`src/rtl/vga_timing_gen.sv`:
```
// Parametrised VGA raster timing generator with pixel prescaler and freeze enable.
// Optional frame counter output enabled by defining VGA_TIMING_FRAME_CNT_EN.
module vga_timing_gen #(
    parameter int   H_ACTIVE  = 640,
    parameter int   H_FP      = 16,
    parameter int   H_SYNC    = 96,
    parameter int   H_BP      = 48,
    parameter int   V_ACTIVE  = 480,
    parameter int   V_FP      = 10,
    parameter int   V_SYNC    = 2,
    parameter int   V_BP      = 33,
    parameter logic HSYNC_POL = 1'b0,
    parameter logic VSYNC_POL = 1'b0,
    parameter int   CLK_DIV   = 1,
    parameter int   CW        = 10
) (
    input  logic          clk_i,
    input  logic          rst_ni,
    input  logic          en_i,
    output logic          pix_en_o,
    output logic          hsync_o,
    output logic          vsync_o,
    output logic          visible_o,
    output logic [CW-1:0] position_x_o,
    output logic [CW-1:0] position_y_o,
    output logic          line_start_o,
    output logic          frame_start_o
`ifdef VGA_TIMING_FRAME_CNT_EN
    ,
    output logic [15:0]   frame_count_o
`endif
);

    localparam int H_TOTAL = H_ACTIVE + H_FP + H_SYNC + H_BP;
    localparam int V_TOTAL = V_ACTIVE + V_FP + V_SYNC + V_BP;
    localparam int HS_BEG  = H_ACTIVE + H_FP;
    localparam int HS_END  = H_ACTIVE + H_FP + H_SYNC;
    localparam int VS_BEG  = V_ACTIVE + V_FP;
    localparam int VS_END  = V_ACTIVE + V_FP + V_SYNC;
    localparam int PW      = (CLK_DIV > 1) ? $clog2(CLK_DIV) : 1;

    localparam logic [CW-1:0] C_ONE = CW'(1);
    localparam logic [PW-1:0] P_ONE = PW'(1);
    localparam logic [PW-1:0] P_END = PW'(CLK_DIV - 1);

    if ((H_TOTAL > (1 << CW)) || (V_TOTAL > (1 << CW)) || (CLK_DIV < 1))
    begin : g_bad_cfg
        $error("vga_timing_gen: CW too narrow for mode or CLK_DIV < 1");
    end

    logic [PW-1:0] r_pre;
    logic [CW-1:0] r_x;
    logic [CW-1:0] r_y;
    logic          r_hs;
    logic          r_vs;
    logic          r_vis;
    logic          r_pix;
    logic          r_ls;
    logic          r_fs;

    logic          w_adv;
    logic          w_x_end;
    logic          w_y_end;
    logic [PW-1:0] w_pre_nxt;
    logic [CW-1:0] w_x_nxt;
    logic [CW-1:0] w_y_nxt;
    logic          w_hs_act;
    logic          w_vs_act;
    logic          w_vis;
    logic          w_line;
    logic          w_frame;

    // Outputs are decoded from the next (x,y) so every flop describes one pixel.
    always_comb begin
        w_adv     = en_i && (r_pre == P_END);
        w_x_end   = (int'(r_x) == H_TOTAL - 1);
        w_y_end   = (int'(r_y) == V_TOTAL - 1);
        w_pre_nxt = r_pre;
        w_x_nxt   = r_x;
        w_y_nxt   = r_y;
        if (en_i) begin
            w_pre_nxt = w_adv ? '0 : r_pre + P_ONE;
        end
        if (w_adv) begin
            w_x_nxt = w_x_end ? '0 : r_x + C_ONE;
            if (w_x_end) begin
                w_y_nxt = w_y_end ? '0 : r_y + C_ONE;
            end
        end
        w_hs_act = (int'(w_x_nxt) >= HS_BEG) && (int'(w_x_nxt) < HS_END);
        w_vs_act = (int'(w_y_nxt) >= VS_BEG) && (int'(w_y_nxt) < VS_END);
        w_vis    = (int'(w_x_nxt) < H_ACTIVE) && (int'(w_y_nxt) < V_ACTIVE);
        w_line   = w_adv && (w_x_nxt == '0);
        w_frame  = w_line && (w_y_nxt == '0);
    end

    always_ff @(posedge clk_i or negedge rst_ni) begin
        if (!rst_ni) begin
            r_pre <= '0;
            r_x   <= CW'(H_TOTAL - 1);
            r_y   <= CW'(V_TOTAL - 1);
            r_hs  <= ~HSYNC_POL;
            r_vs  <= ~VSYNC_POL;
            r_vis <= 1'b0;
            r_pix <= 1'b0;
            r_ls  <= 1'b0;
            r_fs  <= 1'b0;
        end else begin
            r_pre <= w_pre_nxt;
            r_x   <= w_x_nxt;
            r_y   <= w_y_nxt;
            r_hs  <= w_hs_act ? HSYNC_POL : ~HSYNC_POL;
            r_vs  <= w_vs_act ? VSYNC_POL : ~VSYNC_POL;
            r_vis <= w_vis;
            r_pix <= w_adv;
            r_ls  <= w_line;
            r_fs  <= w_frame;
        end
    end

`ifdef VGA_TIMING_FRAME_CNT_EN
    logic [15:0] r_fcnt;

    always_ff @(posedge clk_i or negedge rst_ni) begin
        if (!rst_ni) begin
            r_fcnt <= '0;
        end else if (w_frame) begin
            r_fcnt <= r_fcnt + 16'd1;
        end
    end

    assign frame_count_o = r_fcnt;
`endif

    assign pix_en_o      = r_pix;
    assign hsync_o       = r_hs;
    assign vsync_o       = r_vs;
    assign visible_o     = r_vis;
    assign position_x_o  = r_x;
    assign position_y_o  = r_y;
    assign line_start_o  = r_ls;
    assign frame_start_o = r_fs;

endmodule

```
`config.mk`:
```
export PLATFORM = sky130hd
export DESIGN_NAME = vga_timing_gen
export DESIGN_NICKNAME = d
export VERILOG_FILES = /design/src/rtl/vga_timing_gen.sv
export SDC_FILE = /design/constraint.sdc
export NUM_CORES = 1
export LEC_CHECK = 0
export CORE_MARGIN = 5
export CORE_UTILIZATION = 52
export DETAILED_ROUTE_END_ITERATION = 12
export PLACE_DENSITY = 0.79
export SLEW_MARGIN = 5
export SYNTH_ARGS = -nofsm -noshare
export SYNTH_HDL_FRONTEND = slang
export SYNTH_SLANG_ARGS = --single-unit
export TNS_END_PERCENT = 50
```
`constraint.sdc`:
```
create_clock -name clk_i -period 2.7 [get_ports clk_i]
set_input_delay 0.27 -clock clk_i [delete_from_list [all_inputs] [get_ports clk_i]]
set_output_delay 0.27 -clock clk_i [all_outputs]
set_load 0.01 [all_outputs]
```
==> run metrics <==
IO Port Bufs 28; HP Class input pin to async pin; Fin Setup TNS 0 ns; Crit-path slowest cell dfstp_2; Ant. Diodes 0; Max Fanout on Critical Path 9; synthesis-stage register bit count 27; die height 65.9 microns; Layout fillers 255; routed wire length roughly 3.8 mm; number of global-route vias before repair 1319; post-route setup slack roughly 0.23 ns; critical path, cell by cell ha_2 -> nand4b_1 -> nor4_4 -> nand4_1 -> xnor2_2 -> a221o_1 -> nor4b_2; Max stage delay on crit path just over 0.6 ns; Max Cap Viol 0; Sink Count 27; Peak VDD IR 404 uV; Routed wire per std cell 16.1 microns; Distinct cells, synth 54; I/O pins 29; average size of a mapped cell 9.98 sq um; DRT iter0 DRCs between 90 and 100; Clock Pin Slew Worst Setup and Hold Paths 0.15 ns; gr usage total 18.9%; GP Congestion 0.980; register area share after synthesis 42.5%; status finished, final reports clean; f_max 405 MHz; hold_buf cts 0; detailed-route via count around 1400; FF-to-FF End frame_start_o; Max Slew Vio Count 0; Tmin final 2.47 ns; die width ~66 microns; Starting Density 53.7%; Layout Skew about 0.0036 ns; crit end category flop; Setup CP Type flop to flop; row count 20; CTS tree done; Slew @ Worst Pin ~0.45 ns; syn_nets between 150 and 200; number of nets in the layout roughly 200; clock buffer count from CTS 3; Area Overhead vs Synth 21.4%; R2R setup slack roughly 0.23 ns; Post-Syn Area between 1500 and 2000 sq um; Worst Path Required 2.94 ns; placed insts 230; synth warn 0; share of layout cells above drive strength 1 between 10% and 20%; worst reg-to-reg path cell count 7; PD cells between 500 and 600 nW/um^2; Pre-antenna DRT Iters 4; Core Area 3030 sq um; Hold Vio Cnt, Final 0; RSZ-0062 raised after global routing false; Post-Syn Instances roughly 160; hpwl dp 2.79 mm; DR vias/cell 5.83; # setup viols final 0; first-pass GRT wire length 6.37 mm; Placement Setup Slack approximately 0.21 ns; root buffer cell clkbuf_4; clk buf depth 2; Crit path arrival time 2.71 ns; ys async rst share 100%; post-route clock period utilization about 90%; htree depth 1; Rel. slew slack 70.0%; final cell count without fillers 236; full die area 4350 sq um; initial antenna violation count 0; ANT nets after route 0; Post-synth EDFFs 0; largest net degree at the start of global routing 28; Critical Path Start Type flop; P_leak 0.000787 uW; r2r startpoint position_x_o[0]; commonest register cell after synthesis dfrtp_1; DR DRC count 0; grt total ovfl 0; worst skew pair latency ~0.32 ns
-- cell type report --
type,count,area (sq um),share of cell area (%)
clock buffer,3,22.5,1.14
clock inverter,1,5.00,0.253
inverter,8,30.0,1.52
multi-input combinational,121,861,43.6
sequential,27,691,35.0
tap,44,55.1,2.79
timing repair buffer,32,310,15.7
-- metrics by stage --
step | area [sq um] | util [%] | hold slack (ns) | total power (uW)
final | 1970 | 65.2 | 0.291 | 1080
after global routing | 1970 | 65.2 | 0.314 | 1140
after CTS | 1950 | 64.4 | 0.297 | 1080
after detailed placement | 1920 | 63.5 | 0.511 | 903
after global placement | 1920 | 63.5 | 0.508 | 894
after floorplan | 1630 | - | -0.0256 | 784
-- per-layer routing --
metal | track usage, % | routed length [microns] | up-vias
met5 | 0 | 0 | -
met4 | 9.14 | 31 | 0
met3 | 3.57 | 136 | 4
met2 | 31.5 | 1970 | 27
met1 | 23.3 | 1680 | 688
li1 | - | - | 656
-- kinds of logic (layout without fill, tap and decap cells) --
| group | count (synthesis) | count (layout) | synth area share [%] |
|---|---|---|---|
| and+or+nand+nor | 74 | 74 | 31.2 |
| AOI/OAI and AO/OA | 34 | 34 | 13.0 |
| DFF | 27 | 27 | 42.5 |
| buffers and inverters | 15 | 44 | 5.23 |
| xor gates and xnor gates | 10 | 10 | 5.85 |
| adders and majority gates | 3 | 3 | 2.31 |
-- worst max path at each step --
stage / from / depth (start not counted) / slack, ns / end
detailed placement: position_x_o[0] / 7 / 0.21 / frame_start_o
floorplan: position_x_o[0] / 8 / 0.54 / visible_o
finish: position_x_o[0] / 7 / 0.23 / frame_start_o
global route: position_x_o[0] / 7 / 0.08 / visible_o
global placement: position_x_o[0] / 7 / 0.30 / vsync_o
CTS: position_x_o[0] / 7 / 0.16 / frame_start_o
-- cells in the final DEF, fill, tap and decap left out, types with 2 or more instances in the layout --
cell type	instances
and4_1	3
a211oi_1	2
o21ai_0	12
o21bai_1	2
a21oi_1	6
and3_2	3
and4b_1	3
nand2_1	15
dfstp_2	12
dfrtp_1	15
nand3b_1	3
nor3_1	6
xnor2_2	2
clkbuf_4	3
inv_1	7
a31oi_1	2
xor2_1	2
nor2_1	7
and3_1	3
or2_2	2
nand4b_1	2
nor2b_1	2
xnor2_1	6
nand3_1	4
clkdlybuf4s50_1	28
ha_1	2
buf_4	4
nand4_1	7
-- synthesized netlist by cell type, types with 4 or more instances --
library cell   n  area [sq um]
nand4_1        7          43.8
inv_1          7          26.3
o21ai_0       12          60.1
nor2_1         7          26.3
xnor2_1        7          61.3
dfstp_2       12           315
a21oi_1        6          30.0
nor3_1         6          30.0
dfrtp_1       15           375
nand3_1        4          20.0
nand2_1       15          56.3
-- critical path: cells and delay by family (launching register included) --
kind | cells | cell delay [ns]
xor gates and xnor gates | 1 | 0.20
adders and majority gates | 1 | 0.28
AOI/OAI and AO/OA | 1 | 0.29
DFF | 1 | 0.61
and+or+nand+nor | 4 | 1.00
-- report_power, final --
part	leakage [uW]	total [uW]	switching (uW)	internal, uW
Combinational	0.000445	338	167	171
Sequential	0.000324	563	89.5	473
Clock	0.0000177	175	120	55.5
Total	0.000787	1080	376	700
-- timing repair --
action	4_1_cts	5_1_grt
setup buffers	0	2
endpoints found under the setup margin	0	3
resized for setup	0	2
-- sequential cells by signal (all words and copies together) (netlist names) --
name,flops
frame_start_o,1
position_x_o,10
pix_en_o,1
vsync_o,1
hsync_o,1
r_pre,1
line_start_o,1
position_y_o,10
visible_o,1
No activity file was read; power rests on OpenSTA's default activity.
==> RTL change 1: new RTL, config.mk and constraints unchanged <==
Remove the register `r_pix`: a continuous assignment takes its place, so the output `pix_en_o` follows one clock earlier.
--- a/src/rtl/vga_timing_gen.sv
+++ b/src/rtl/vga_timing_gen.sv
@@ -102,7 +102,6 @@
             r_hs  <= ~HSYNC_POL;
             r_vs  <= ~VSYNC_POL;
             r_vis <= 1'b0;
-            r_pix <= 1'b0;
             r_ls  <= 1'b0;
             r_fs  <= 1'b0;
         end else begin
@@ -112,11 +111,12 @@
             r_hs  <= w_hs_act ? HSYNC_POL : ~HSYNC_POL;
             r_vs  <= w_vs_act ? VSYNC_POL : ~VSYNC_POL;
             r_vis <= w_vis;
-            r_pix <= w_adv;
             r_ls  <= w_line;
             r_fs  <= w_frame;
         end
     end
+
+    assign r_pix = w_adv;
 
 `ifdef VGA_TIMING_FRAME_CNT_EN
     logic [15:0] r_fcnt;
Function: changed (a bounded check fails within 4 cycles, from zero or initial values and one cycle with rst_ni low).
==> RTL change 1 against the unedited design <==
Maximum frequency up 1.5%; power rose by 6.5%; routed wire length decreased by 4.6%; design area shrank 2.0%; clock skew is 0.0016 ns higher; setup slack better by 0.035 ns; hold slack gained 0.0092 ns; first-iteration DRC count up 33%; area after synthesis down 1.5%; sequential cell count shrank 1.
==> RTL change 1: results (changes against the unedited design) <==
Vias 1350 (-1.8%); Static Leak 0.768 nW (-2.5%); net count after synthesis 168 (-0.59%); GRT Total Usage 18.1% (-0.83 points); total iterations of the first detailed-routing run 4 (unchanged); HP Class in2async; crit path max fanout 9 (unchanged); CTS Root Cell clkbuf_4; most frequent cells after synthesis 15 x nand2_1, 14 x dfrtp_1, 12 x dfstp_2, 12 x o21ai_0; hpwl dp 2.71 mm (-2.7%); antenna violations before repair 0 (unchanged); Final #Nets 196 (-1.5%); crit-path leading delay family simple AND/OR/NAND/NOR gates; Num CTS Buffers 3 (unchanged); Clock Skew 0.00518 ns (+0.00162 ns); detailed-route wire length 3.64 mm (-4.6%); Seq/Total Area, Yosys 41.6% (-0.90 points); r2r setup slk 0.26 ns (+0.04 ns); Post-synth top flop dfrtp_1; ranking of synthesized cells by area dfrtp_1 22%, dfstp_2 20%, xnor2_1 3.8%; layout cells sized above 1 17.5% (-1.8 points); routability cong. 0.942 (-3.8%); pre-CTS setup slack 0.304 ns (+0.0925 ns); Hold Slack 0.300 ns (+0.00919 ns); Max rail drop VDD 0.492 mV (+22%); RR Startpoint position_x_o[0]; clock slew at reported path FFs 0.14 ns; drt initial violations 129 (+33%); cell taking the most area after synthesis dfrtp_1; post-cts sizing count 0 (unchanged); largest net degree at the start of global routing 27 (-3.6%); CP max-delay cell dfstp_2; CTS max path bufs 2 (unchanged); Worst EP arrival 2.67 ns (-0.04 ns); ys async rst share 100% (unchanged); Yosys cell types 54 (unchanged); max incr delay on CP 0.61 ns (about the same); setup bufs post-CTS 0 (unchanged); first-pass GRT wire length 6.12 mm (-3.9%); Buffers on Ports 28 (unchanged); Worst-Skew Late Latency 0.31 ns; Slew HR 69.0% (-0.96 points); status finished, final reports clean; Ys Warns 0 (unchanged)
[RTL change 1: metrics by stage]
stage,cell area (um2),total power [mW],instances
after floorplan,1600,0.768,162
after global placement,1880,0.877,218
after detailed placement,1880,0.883,218
after CTS,1940,1.15,222
after global routing,1940,1.21,222
final,1940,1.15,222
[RTL change 1: how the worst max path moves through the flow]
stage | from | to | slack, ns | cells past startpoint
after global placement | en_i | frame_start_o | 0.36 | 8
after global routing | position_x_o[1] | frame_start_o | 0.06 | 7
after floorplan | position_x_o[0] | visible_o | 0.54 | 8
final | position_x_o[0] | frame_start_o | 0.26 | 7
after detailed placement | position_x_o[0] | frame_start_o | 0.30 | 7
after CTS | position_x_o[0] | frame_start_o | 0.29 | 7
[RTL change 1: cell type report]
type	instances	area, um2
fill	258	1070
multi-input combinational	121	851
sequential	26	666
timing repair buffer	30	295
tap	33	41.3
clock inverter	1	30.0
inverter	8	30.0
clock buffer	3	22.5
[RTL change 1: routing by layer]
layer	part of all wire (%)	up-vias	GRT usage, %
li1	-	652	-
met1	44	654	22.1
met2	51	38	32.4
met3	3.6	6	1.71
met4	1.5	0	7.25
met5	0	-	0
[RTL change 1: power breakdown]
group | internal [mW] | switching, mW
combinational | 0.170 | 0.166
clock | 0.150 | 0.114
sequential | 0.457 | 0.0881
total | 0.777 | 0.369
[RTL change 1: logic make-up after synthesis]
logic type / Yosys count / share of synthesized area [%]
and+or+nand+nor: 74 / 31.6
AOI/OAI and AO/OA: 34 / 13.2
DFF: 26 / 41.6
buffers and inverters: 15 / 5.31
xor gates and xnor gates: 10 / 5.94
adders and majority gates: 3 / 2.34
==> RTL change 2: new RTL, same settings <==
Made on the original files. Set the parameter `HSYNC_POL` to 1'b1 (it was 1'b0).
--- a/src/rtl/vga_timing_gen.sv
+++ b/src/rtl/vga_timing_gen.sv
@@ -9,7 +9,7 @@
     parameter int   V_FP      = 10,
     parameter int   V_SYNC    = 2,
     parameter int   V_BP      = 33,
-    parameter logic HSYNC_POL = 1'b0,
+    parameter logic HSYNC_POL = 1'b1,
     parameter logic VSYNC_POL = 1'b0,
     parameter int   CLK_DIV   = 1,
     parameter int   CW        = 10
Formal check against the unedited RTL: not equivalent (a bounded check fails within 4 cycles, from zero or initial values and one cycle with rst_ni low).
==> RTL change 2 against the unedited design <==
The flow now finishes with violations (setup timing); count of clock-buffer cells in the layout rose by 1; routed wire length rose by 5.3%; power rose by 0.83%; non-clock buffer count rose by 12; synthesized cell count rose by 1.2%; sequential cell count did not move; setup slack got worse by 0.28 ns; utilization rose by 4.0 points; area after synthesis fell by 1.5%; first-iteration DRC count fell by 3.1%; clock skew rose by 0.0032 ns; design area rose by 5.3%.
==> RTL change 2: results (changes against the unedited design) <==
hpwl dp 3.03 mm (+8.8%); Post-Synth XOR/XNOR Area 8.12% (+2.3 points); Seq/Total Area, Yosys 43.0% (+0.59 points); vias in the first global route 1404 (+6.4%); Slew HR 68.8% (-1.2 points); post-synthesis compound-gate area fraction 9.06% (-3.9 points); GRT Total Usage 20.0% (+1.1 points); Max rail drop VDD 0.320 mV (-21%); diodes inserted 0 (unchanged); routability cong. 0.944 (-3.7%); layout cells sized above 1 21.5% (+2.2 points); most frequent cells after synthesis 16 x dfrtp_1, 15 x nand2_1, 12 x nor2_1; Final #Nets 212 (+6.5%); Adder-Cell Fraction of Synth Area 2.34% (+0.036 points); detailed-route wire length 4.01 mm (+5.3%); failing checks setup timing; Fill cells 241 (-5.5%); Final WS setup -0.0491 ns (-0.277 ns); crit path max fanout 5 (-4); Num CTS Buffers 3 (unchanged); status finished, violations left; post-DR vias/cell 6.05 (+3.8%); Yosys cell types 46 (-15%); ranking of synthesized cells by area dfrtp_1 25%, dfstp_2 18%, xnor2_1 3.8%; drt initial violations 94 (-3.1%); final setup vio count 2 (+2); max incr delay on CP 0.58 ns (-0.03 ns); multiplexer share of the synthesized area 2.58% (+2.6 points); Static Leak 0.853 nW (+8.3%)
## RTL change 2: changes by cell type after synthesis, sizes merged, moves of 3 or more
cell | before | now
and3 | 6 | 3
mux2i | 0 | 3
or4 | 0 | 3
a21oi | 6 | 3
nor2 | 7 | 12
xor2 | 2 | 7
o21ai | 13 | 8
nand4 | 9 | 4
nor4 | 2 | 6
## RTL change 2: timing repair
item | CTS | global route
endpoints found under the setup margin | 2 | 3
resized for setup | 1 | 4
pin swaps | 0 | 0
## RTL change 2: cell type report
type,instances,share of cell area (%)
multi-input cells,122,42.9
flip-flops and latches,27,33.2
repair buffers,44,19.3
well taps,33,1.99
inverters,8,1.44
clock buffers,4,1.26
## RTL change 2: worst register-to-register path, stage by stage (launching register included)
cell     delay [ns]
dfstp_2        0.58
ha_4           0.16
or4b_4         0.48
or4_4          0.50
or3_4          0.37
xor2_4         0.17
nor4b_4        0.24
nand4_1        0.15
## RTL change 2: where the power goes
part / switching [mW] / internal, mW
clock network: 0.117 / 0.0579
registers: 0.0709 / 0.474
logic: 0.173 / 0.192
## RTL change 2: final timing paths
check,startpoint,cells past startpoint,to,slack (ns)
max,position_x_o[1],7,vsync_o,-0.05
min,rst_ni,2,line_start_o,0.29
max reg2reg,position_x_o[1],7,vsync_o,-0.05
min reg2reg,position_y_o[2],1,position_y_o[2],0.56
max in group asynchronous,rst_ni,2,position_x_o[2],2.11
min in group clk_i,position_y_o[2],1,position_y_o[2],0.56
## RTL change 2: cells by family (layout without fill, tap and decap cells)
family | after synthesis | count (layout)
AO/OA/AOI/OAI | 22 | 22
XOR/XNOR | 14 | 14
adder cells (fa/ha/maj) | 3 | 3
buffers and inverters | 16 | 56
flip-flops | 27 | 27
multiplexers | 4 | 4
AND/OR/NAND/NOR | 79 | 79
## RTL change 2: per-layer routing
| layer | up-vias | wire length (um) | track usage [%] |
|---|---|---|---|
| li1 | 674 | - | - |
| met2 | 56 | 1920 | 31.9 |
| met5 | - | 0 | 0 |
| met3 | 10 | 190 | 2.74 |
| met4 | 0 | 63 | 6.99 |
| met1 | 700 | 1840 | 27.7 |
## RTL change 2: metrics by stage
stage / instances / setup WS (ns) / setup TNS (ns) / area, um2 / total power [mW]
final: 238 / -0.0491 / -0.0712 / 2080 / 1.08
after global routing: 238 / -0.120 / -0.240 / 2080 / 1.15
after CTS: 238 / -0.0389 / -0.0389 / 2050 / 1.08
after detailed placement: 234 / -0.0172 / -0.0172 / 2020 / 0.903
after global placement: 234 / 0.0865 / 0 / 2020 / 0.892
after floorplan: 165 / -0.184 / -0.457 / 1640 / 0.737
